===== config.mk =====
export PLATFORM = sky130hd
export DESIGN_NAME = req_ack_tx
export DESIGN_NICKNAME = d
export VERILOG_FILES = /design/src/rtl/req_ack_pkg.sv /design/src/rtl/req_ack_tx_byte_fifo.sv /design/src/rtl/req_ack_tx.sv
export SDC_FILE = /design/constraint.sdc
export NUM_CORES = 1
export LEC_CHECK = 0
export ABC_AREA = 1
export ABC_CLOCK_PERIOD_IN_PS = 4040
export BUFFER_PORTS_ARGS = -buffer_cell sky130_fd_sc_hd__buf_2
export CORE_MARGIN = 2
export CORE_UTILIZATION = 64
export CTS_CLUSTER_DIAMETER = 200
export DETAILED_ROUTE_END_ITERATION = 7
export HOLD_SLACK_MARGIN = 0.08
export PLACE_DENSITY = 0.88
export RECOVER_POWER = 50
export SYNTH_ARGS = -nofsm -noshare
export SYNTH_HDL_FRONTEND = slang
export SYNTH_SLANG_ARGS = --single-unit

===== constraint.sdc =====
create_clock -name CLK -period 4.04 [get_ports CLK]
set_input_delay 0.404 -clock CLK [delete_from_list [all_inputs] [get_ports CLK]]
set_output_delay 0.404 -clock CLK [all_outputs]
set_load 0.01 [all_outputs]

===== src/rtl/req_ack_pkg.sv =====
`default_nettype none
// ============================================================================
//  Package  : req_ack_pkg
//  Purpose  : Shared types and constants for the req_ack_tx byte source:
//             handshake FSM state encoding, byte width and a helper that
//             sizes the FIFO occupancy count from the FIFO depth.
//  Ports    : none (package)
//  Revision : 1.0 - initial release
// ============================================================================
package req_ack_pkg;

   localparam int BYTE_W = 8;

   // Handshake FSM states, explicitly 2 bits wide.
   typedef enum logic [1:0] {
      ST_IDLE   = 2'd0,
      ST_REQ_HI = 2'd1,
      ST_REQ_LO = 2'd2
   } state_e;

   // Occupancy must represent 0..DEPTH inclusive, hence one bit above the
   // pointer width.
   function automatic int level_width(input int depth);
      return $clog2(depth) + 1;
   endfunction

endpackage : req_ack_pkg
`default_nettype wire


===== src/rtl/req_ack_tx_byte_fifo.sv =====
`default_nettype none
// ============================================================================
//  Module   : byte_fifo
//  Purpose  : Synchronous single-clock byte FIFO with a show-ahead read port.
//             Overflowing writes and underflowing reads are ignored.
//  Ports    : CLK, RST      - clock, synchronous active-high reset
//             WR_EN, WR_DAT - write strobe and byte
//             RD_EN         - pop the head entry
//             RD_DAT        - head entry, visible combinationally
//             FULL, EMPTY   - registered status flags
//             LEVEL         - occupancy 0..DEPTH
//  Revision : 1.0 - initial release
// ============================================================================
module byte_fifo
   import req_ack_pkg::*;
#(
   parameter int DEPTH = 8
) (
   input  logic                          CLK,
   input  logic                          RST,
   input  logic                          WR_EN,
   input  logic [BYTE_W-1:0]             WR_DAT,
   input  logic                          RD_EN,
   output logic [BYTE_W-1:0]             RD_DAT,
   output logic                          FULL,
   output logic                          EMPTY,
   output logic [level_width(DEPTH)-1:0] LEVEL
);

   localparam int AW = $clog2(DEPTH);
   localparam int LW = level_width(DEPTH);

   logic [BYTE_W-1:0] mem_q [DEPTH];
   logic [AW-1:0]     wr_ptr_q;
   logic [AW-1:0]     rd_ptr_q;
   logic [LW-1:0]     level_q;
   logic [LW-1:0]     level_d;
   logic              full_q;
   logic              empty_q;
   logic              wr_acc;
   logic              rd_acc;

   // Acceptance uses the registered flags, so a write while full is dropped
   // even if a pop happens on the same edge.
   assign wr_acc = WR_EN & ~full_q;
   assign rd_acc = RD_EN & ~empty_q;

   always_comb begin
      level_d = level_q;
      case ({wr_acc, rd_acc})
         2'b10:   level_d = level_q + LW'(1);
         2'b01:   level_d = level_q - LW'(1);
         default: level_d = level_q;
      endcase
   end

   // Storage carries no reset; the pointers define what is valid.
   always_ff @(posedge CLK) begin
      if (!RST && wr_acc) begin
         mem_q[wr_ptr_q] <= WR_DAT;
      end
   end

   always_ff @(posedge CLK) begin
      if (RST) begin
         wr_ptr_q <= '0;
         rd_ptr_q <= '0;
         level_q  <= '0;
         full_q   <= 1'b0;
         empty_q  <= 1'b1;
      end else begin
         // DEPTH is a power of two, so pointers wrap naturally.
         if (wr_acc) wr_ptr_q <= wr_ptr_q + AW'(1);
         if (rd_acc) rd_ptr_q <= rd_ptr_q + AW'(1);
         level_q <= level_d;
         full_q  <= (level_d == LW'(DEPTH));
         empty_q <= (level_d == '0);
      end
   end

   assign RD_DAT = mem_q[rd_ptr_q];
   assign FULL   = full_q;
   assign EMPTY  = empty_q;
   assign LEVEL  = level_q;

endmodule : byte_fifo
`default_nettype wire


===== src/rtl/req_ack_tx.sv =====
`default_nettype none
// ============================================================================
//  Module   : req_ack_tx
//  Purpose  : Byte-stream source. Buffers producer bytes in a FIFO and hands
//             each one to the consumer with a four-phase REQ/ACK handshake,
//             holding DAT stable while REQ is high. An ACK timeout and sticky
//             error flags expose a hung consumer or a dropped write.
//  Ports    : CLK, RST         - clock, synchronous active-high reset
//             WR_EN, WR_DAT    - producer write strobe and byte
//             FULL, EMPTY      - FIFO status (registered)
//             LEVEL            - FIFO occupancy
//             REQ, ACK, DAT    - handshake to/from the consumer
//             BUSY             - FSM not idle
//             OVF_ERR, TMO_ERR - sticky overflow / timeout flags
//             ERR_CLR          - clears both sticky flags
//  Revision : 1.0 - initial release
// ============================================================================
module req_ack_tx
   import req_ack_pkg::*;
#(
   parameter int DEPTH   = 8,
   parameter int TMO_CYC = 255,
   parameter int TMO_W   = 8
) (
   input  logic                          CLK,
   input  logic                          RST,
   input  logic                          WR_EN,
   input  logic [BYTE_W-1:0]             WR_DAT,
   output logic                          FULL,
   output logic                          EMPTY,
   output logic [level_width(DEPTH)-1:0] LEVEL,
   output logic                          REQ,
   input  logic                          ACK,
   output logic [BYTE_W-1:0]             DAT,
   output logic                          BUSY,
   output logic                          OVF_ERR,
   output logic                          TMO_ERR,
   input  logic                          ERR_CLR
);

   // Counter value on which the timeout fires; unused when TMO_CYC is 0.
   localparam logic [TMO_W-1:0] TMO_LAST =
      TMO_W'((TMO_CYC == 0) ? 0 : TMO_CYC - 1);
   localparam bit TMO_EN = (TMO_CYC != 0);

   state_e            state_q, state_d;
   logic              req_q,   req_d;
   logic [BYTE_W-1:0] dat_q,   dat_d;
   logic [TMO_W-1:0]  cnt_q,   cnt_d;
   logic              ovf_q,   ovf_d;
   logic              tmo_q,   tmo_d;
   logic              pop;
   logic              tmo_fire;
   logic [BYTE_W-1:0] head;
   logic              fifo_full;
   logic              fifo_empty;

   byte_fifo #(
      .DEPTH (DEPTH)
   ) u_fifo (
      .CLK    (CLK),
      .RST    (RST),
      .WR_EN  (WR_EN),
      .WR_DAT (WR_DAT),
      .RD_EN  (pop),
      .RD_DAT (head),
      .FULL   (fifo_full),
      .EMPTY  (fifo_empty),
      .LEVEL  (LEVEL)
   );

   always_comb begin
      state_d  = state_q;
      req_d    = req_q;
      dat_d    = dat_q;
      cnt_d    = cnt_q;
      pop      = 1'b0;
      tmo_fire = 1'b0;

      case (state_q)
         ST_IDLE: begin
            // A high ACK here is left over from before a reset; wait it out.
            if (!fifo_empty && !ACK) begin
               pop     = 1'b1;
               req_d   = 1'b1;
               dat_d   = head;
               cnt_d   = '0;
               state_d = ST_REQ_HI;
            end
         end

         ST_REQ_HI: begin
            if (ACK) begin
               req_d   = 1'b0;
               state_d = ST_REQ_LO;
            end else if (TMO_EN && (cnt_q == TMO_LAST)) begin
               // Abandon the byte; DAT keeps its value but is no longer offered.
               req_d    = 1'b0;
               tmo_fire = 1'b1;
               state_d  = ST_REQ_LO;
            end else begin
               cnt_d = cnt_q + TMO_W'(1);
            end
         end

         ST_REQ_LO: begin
            // Entering here always costs one cycle with REQ low.
            if (!ACK) begin
               if (!fifo_empty) begin
                  pop     = 1'b1;
                  req_d   = 1'b1;
                  dat_d   = head;
                  cnt_d   = '0;
                  state_d = ST_REQ_HI;
               end else begin
                  state_d = ST_IDLE;
               end
            end
         end

         default: begin
            req_d   = 1'b0;
            state_d = ST_IDLE;
         end
      endcase
   end

   // Sticky flags: a set condition outranks a simultaneous clear.
   always_comb begin
      ovf_d = ovf_q;
      tmo_d = tmo_q;
      if (WR_EN && fifo_full) ovf_d = 1'b1;
      else if (ERR_CLR)       ovf_d = 1'b0;
      if (tmo_fire)           tmo_d = 1'b1;
      else if (ERR_CLR)       tmo_d = 1'b0;
   end

   always_ff @(posedge CLK) begin
      if (RST) begin
         state_q <= ST_IDLE;
         req_q   <= 1'b0;
         dat_q   <= '0;
         cnt_q   <= '0;
         ovf_q   <= 1'b0;
         tmo_q   <= 1'b0;
      end else begin
         state_q <= state_d;
         req_q   <= req_d;
         dat_q   <= dat_d;
         cnt_q   <= cnt_d;
         ovf_q   <= ovf_d;
         tmo_q   <= tmo_d;
      end
   end

   assign FULL    = fifo_full;
   assign EMPTY   = fifo_empty;
   assign REQ     = req_q;
   assign DAT     = dat_q;
   assign BUSY    = (state_q != ST_IDLE);
   assign OVF_ERR = ovf_q;
   assign TMO_ERR = tmo_q;

endmodule : req_ack_tx
`default_nettype wire


### Yosys cells after proc, flatten, opt, wreduce, memory -nomap -nowiden

Memories as Yosys holds them, arrays and structs flattened. A register that Yosys moved wholly into a read port is not among the register bits.
Cells that the tools add are included.

| cells by class | value |
|---|---|
| reduce and logical (&&, ||, !) cells | 17 |
| bitwise operators | 4 |
| add/sub/neg operators | 5 |
| multiplexer cells | 37 |
| eq/ne operators | 12 |

Operators by type and width:

| cell | number |
|---|---|
| 8-bit 2-to-1 mux | 8 |
| 8-bit one-hot mux with 3 select lines | 1 |
| 1-bit 2-to-1 mux | 17 |
| 8-bit one-hot mux with 2 select lines | 1 |
| 2-bit inequality test, second input constant | 5 |
| 8-bit by 1-bit adder with 8-bit output, second input constant | 1 |
| 8-bit equality test, second input constant | 1 |
| 2-bit 2-to-1 mux | 4 |
| 4-bit one-hot mux with 2 select lines | 1 |
| 4-bit AND reduction | 2 |
| 2-bit nonzero test | 4 |
| 3-bit by 1-bit adder with 3-bit output, second input constant | 2 |
| 3-bit 2-to-1 mux | 2 |
| 2-bit one-hot mux with 3 select lines | 1 |
| 6-bit AND reduction | 1 |
| 4-bit by 1-bit adder with 4-bit output, second input constant | 1 |
| 2-bit by 1-bit equality test with 1-bit output, second input constant | 2 |
| 2-bit equality test, second input constant | 2 |
| 4-bit equality test, second input constant | 1 |
| 4-bit logical NOT | 1 |
| 4-bit by 1-bit subtractor with 4-bit output, second input constant | 1 |
| 1-bit logical AND | 3 |
| 1-bit logical NOT | 3 |
| 3-bit inequality test, second input constant | 1 |
| other kinds (7) | 9 |

| word-level totals | value |
|---|---|
| bits in registers | 33 |
| memories kept | 1 |
| bits in writable memories | 64 |
| word-level logic and storage cells | 87 |
| input bits | 13 |
| output and inout bits | 18 |

Memory list:

| memory | depth | bits a word | read ports | clocked after Yosys merged registers in | write ports | line | source |
|---|---|---|---|---|---|---|---|
| u_fifo.mem_q | 8 | 8 | 1 | 1 | 1 | req_ack_tx_byte_fifo.sv:33 | `logic [BYTE_W-1:0] mem_q [DEPTH];` |

### Depth between registers and ports, before layout

| depth | value |
|---|---|
| depth after elaboration | 8 |
| mapped depth | 15 |
| depth with buffers taken out | 15 |

### By module

From an unflattened synthesis, not the netlist that was laid out.

| second synthesis, totals | value |
|---|---|
| cells, all modules | 434 |
| area, all modules | 4,279.1 um^2 |

By module, submodules not included:

| module | area an instance (um^2) | cells each | times used | seq. area each (um^2) |
|---|---|---|---|---|
| byte_fifo | 3,219.3 | 285 | 1 | 2,222.1 |
| req_ack_tx | 1,059.8 | 149 | 1 | 420.4 |

### Worst setup path before layout

OpenSTA, ideal clock, no wires.

| timing path | value |
|---|---|
| path type | input -> register |
| start point | input port WR_EN |
| end point | register u_fifo.empty_q, in the netlist u_fifo.EMPTY |
| path buffers | 0 |
| stages | 14 |
| required time | 3.931 ns |
| slack | 2.023 ns |
| library setup time | 0.109 ns |
| arrival time | 1.908 ns |
| cells stage by stage | inv_1 -> nor2_1 -> inv_1 -> ha_1 -> nor2_1 -> nor2_1 -> ha_1 -> inv_1 -> o21ai_0 -> nor2_1 -> nand3_1 -> nand2_1 -> nand2_1 -> inv_1 |

| on the way | value |
|---|---|
| word-level cells in the longest chain between the ends | 4 |
| elaborated cells on any way between the ends | 5 |
| those cells by class | 2 x eq/ne; 1 x mux; 1 x bitwise; 1 x reduce/logical |

Ends and longest elaborated chain:

| item | line | source |
|---|---|---|
| start: declaration | req_ack_tx.sv:27 | `input logic WR_EN,` |
| 1-bit AND (*) | req_ack_tx_byte_fifo.sv:45 | `assign wr_acc = WR_EN & ~full_q;` |
| 2-bit by 1-bit equality test with 1-bit output or 2-bit equality test (tied branches) | req_ack_tx_byte_fifo.sv:50 | `case ({wr_acc, rd_acc})` |
| 4-bit one-hot mux with 2 select lines (*) | req_ack_tx_byte_fifo.sv:50 |  |
| 4-bit logical NOT (*) | req_ack_tx_byte_fifo.sv:77 | `empty_q <= (level_d == '0);` |
| end signal: assignment | req_ack_tx_byte_fifo.sv:77 |  |
| end: declaration | req_ack_tx_byte_fifo.sv:39 | `logic empty_q;` |

Mark *: on every way between the ends. The rest lies on a longest branch, timed or not.
A chain may end at the register's enable or synchronous reset.

### Worst setup path after layout

| timing path | value |
|---|---|
| start point | input port RST |
| end point | memory u_fifo.mem_q[2][3] (enable) |

| on the way | value |
|---|---|
| word-level cells in the longest chain between the ends | 4 |

Ends and longest elaborated chain:

| item | line | source |
|---|---|---|
| start: declaration | req_ack_tx.sv:26 | `input logic RST,` |
| 1-bit logical NOT | req_ack_tx_byte_fifo.sv:59 | `if (!RST && wr_acc) begin` |
| 1-bit logical AND | req_ack_tx_byte_fifo.sv:59 |  |
| 1-bit 2-to-1 mux | req_ack_tx_byte_fifo.sv:59 |  |
| 1-bit 2-to-1 mux (not written as such) | req_ack_tx_byte_fifo.sv:60 | `mem_q[wr_ptr_q] <= WR_DAT;` |
| end: declaration | req_ack_tx_byte_fifo.sv:33 |  |

Every way passes these cells.

==> flow_summary.ini <==
[routing]
first_iter_violations = 361
dr.pass1.iters = 5
routed_wl_mm = 8.35
viasPerCell = 5.74
drc = 0
post_drt_wl_per_cell_um = 16.1
drtAntennaViolNets = 0
vias = 2987

[worst_setup_path]
r2r_end = u_fifo.EMPTY
r2r_cells = 13
worstPathMaxFanout = 22
r2r-start = u_fifo.FULL
crit_type = in -> reg
critical_path_required_ns = 4.03
ff2ff_setup_slack_ns = 1.80
arrival_ns = 2.25
crit_path_end_kind = flop
cp-start-kind = primary input
crit_path_start = RST

[global_routing]
grt_use_total_pct = 24.7
grtUsageMet2_pct = 42.0
met1_usage_pct = 30.6
grt_max_degree = 34
grt_pass1_wl_mm = 13.6
grt_antenna_before_repair = 0
first_global_vias = 2965
use_met3_pct = 6.42
grt_busiest_layer = met2
gr-total-overflow = 0

[floorplanning]
design.core.area_um2 = 6350
std_cell_rows = 29
die_w_um = 84.9
initial_core_util_pct = 66.0
die-height_um = 84.9
die_area_um2 = 7210
pin_count = 31

[clock_network]
cts.sinks = 100
htreeDepth = 3
cts_setup_buffers = 0
cts_resized = 0
root_buffer = clkbuf_8
clk_pin_slew_ns = 0.09
cts_buffers = 9
clock_path_buffers = 2
cts_tree = yes
ctsHoldBuffers = 0
clock_latency_ns = 0.38

[synthesis]
synth.top_cell.area_share_pct = 45.9
synthesis.area_um2 = 4190
synth-seq-cells = 100
syn_area_per_cell_um2 = 10.2
synthTopCellsByArea = edfxtp_1 (46%), dfxtp_1 (17%), nor2_1 (6.4%)
synthesis.nets = 431
yosysUniqueCellTypes = 33
asyncSetResetFlopFracSynth_pct = 0
synth_edf_count = 64
synth-main-ff-cell = edfxtp_1
ys_warn_count = 0
yosysTopAreaCell = edfxtp_1
synth.yosys.seq_area_share_pct = 63.1
synth_cells = 411

[timing]
period_share_pct = 55.9
hold_violations = 0
slew_violations = 0
period_minus_slack_ns = 2.26
hold-worst-slack_ns = 0.284
skew_ns = 0.0126
setup_viol = 0
rsz0062_at_grt = no
fin_setup_tns_ns = 0
relSlewSlack_pct = 28.5
worstMarginPinSlew_ns = 1.06
fmax_mhz = 443

[pwr]
p_leak_nw = 1.64
peakVddDrop_mv = 0.445
powerDensity_nw_per_um2 = 557

[place]
port_buffers = 30
gp_congestion = 0.881
dp_hpwl_mm = 5.57

[run_status]
status = completed

[cells_and_area]
drive_gt1_share_pct = 7.45
syn_to_final_growth_pct = 7.38
nets = 458
fillers = 459
diodes = 0

[min_path]
worstHoldStart = WR_EN
hold_end = OVF_ERR
worstHoldPathType = in -> reg
hold_depth = 3

[job]
maxCapViolCount = 0
[how the worst max path moves through the flow]
stage | end | slack [ns]
detailed placement | u_fifo.mem_q[2][5] | 1.59
global placement | u_fifo.mem_q[6][3] | 1.72
CTS | u_fifo.EMPTY | 1.83
finish | u_fifo.mem_q[2][3] | 1.78
floorplan | u_fifo.EMPTY | 2.02
global route | u_fifo.mem_q[2][1] | 1.56
[cell usage in the layout, fill, tap and decap left out, drive strengths merged, types with 4 or more instances in the layout]
master	instances
nand2	64
edfxtp	64
clkbuf	35
dfxtp	36
a21oi	16
o211ai	16
nor3	4
inv	35
buf	5
o21ai	38
ha	7
nor2	75
nand3	32
[per-layer routing]
layer  part of all wire, %  vias up
met5                     0        -
met1                    39     1408
met4                   2.6        0
met3                   7.9       22
met2                    51      106
li1                      -     1451
[cells in the mapped netlist, types with 2 or more instances]
| cell | instances |
|---|---|
| o211ai_1 | 16 |
| o21ai_0 | 37 |
| nand2_4 | 2 |
| nor2_1 | 71 |
| ha_1 | 7 |
| dfxtp_1 | 36 |
| nor3_1 | 3 |
| o21a_1 | 2 |
| xnor2_1 | 3 |
| buf_2 | 2 |
| inv_1 | 29 |
| nand2_2 | 3 |
| a21oi_1 | 16 |
| edfxtp_1 | 64 |
| nand2_1 | 58 |
| clkbuf_1 | 10 |
| nor2_4 | 2 |
| nor2_2 | 2 |
| nand3_1 | 32 |
| nand4_1 | 3 |
[area by class of cell]
type,count,area [um2],share of cell area (%)
inverter,31,121,2.70
tap,77,96.3,2.14
clock buffer,9,124,2.75
timing repair buffer,31,125,2.78
clock inverter,7,57.6,1.28
multi-input combinational,265,1330,29.6
sequential,100,2640,58.8
[registers in the layout, indices dropped and copies added (netlist names), named ones only]
signal	flops
state_q	2
REQ	1
u_fifo.mem_q	64
cnt_q	8
u_fifo.FULL	1
u_fifo.LEVEL	4
DAT	8
TMO_ERR	1
u_fifo.wr_ptr_q	3
u_fifo.EMPTY	1
OVF_ERR	1
u_fifo.rd_ptr_q	3
[logic make-up after synthesis]
| kind of cell | count (synthesis) | share of synthesized area [%] |
|---|---|---|
| fa+ha+maj | 7 | 2.09 |
| buf+inv | 46 | 4.57 |
| compound gates | 73 | 9.83 |
| xor+xnor | 5 | 1.23 |
| simple gates | 180 | 19.2 |
| flops | 100 | 63.1 |
[worst max-delay path, cell delays in order]
cell      delay [ns]
clkbuf_1        0.26
inv_1           0.57
nand2_1         0.17
nor3_1          0.84
[per-stage QoR]
| stage | cells | total power [mW] | utilization (%) | worst slack, ns | area [um2] |
|---|---|---|---|---|---|
| 6_report | 520 | 2.51 | 70.8 | 1.78 | 4500 |
| 5_1_grt | 520 | 2.65 | 70.8 | 1.56 | 4500 |
| 3_3_place_gp | 504 | 1.90 | 68.8 | 1.72 | 4370 |
| 2_1_floorplan | 411 | 1.75 | - | 2.02 | 4190 |
| 3_5_place_dp | 504 | 1.93 | 68.8 | 1.59 | 4370 |
| 4_1_cts | 520 | 2.52 | 71.7 | 1.83 | 4550 |
[report_power, final]
group | internal, mW | switching [mW] | leakage, nW
clock network | 0.235 | 0.369 | 0.0938
registers | 1.18 | 0.0846 | 0.872
logic | 0.203 | 0.430 | 0.670
(Power assumes the default switching activity.)
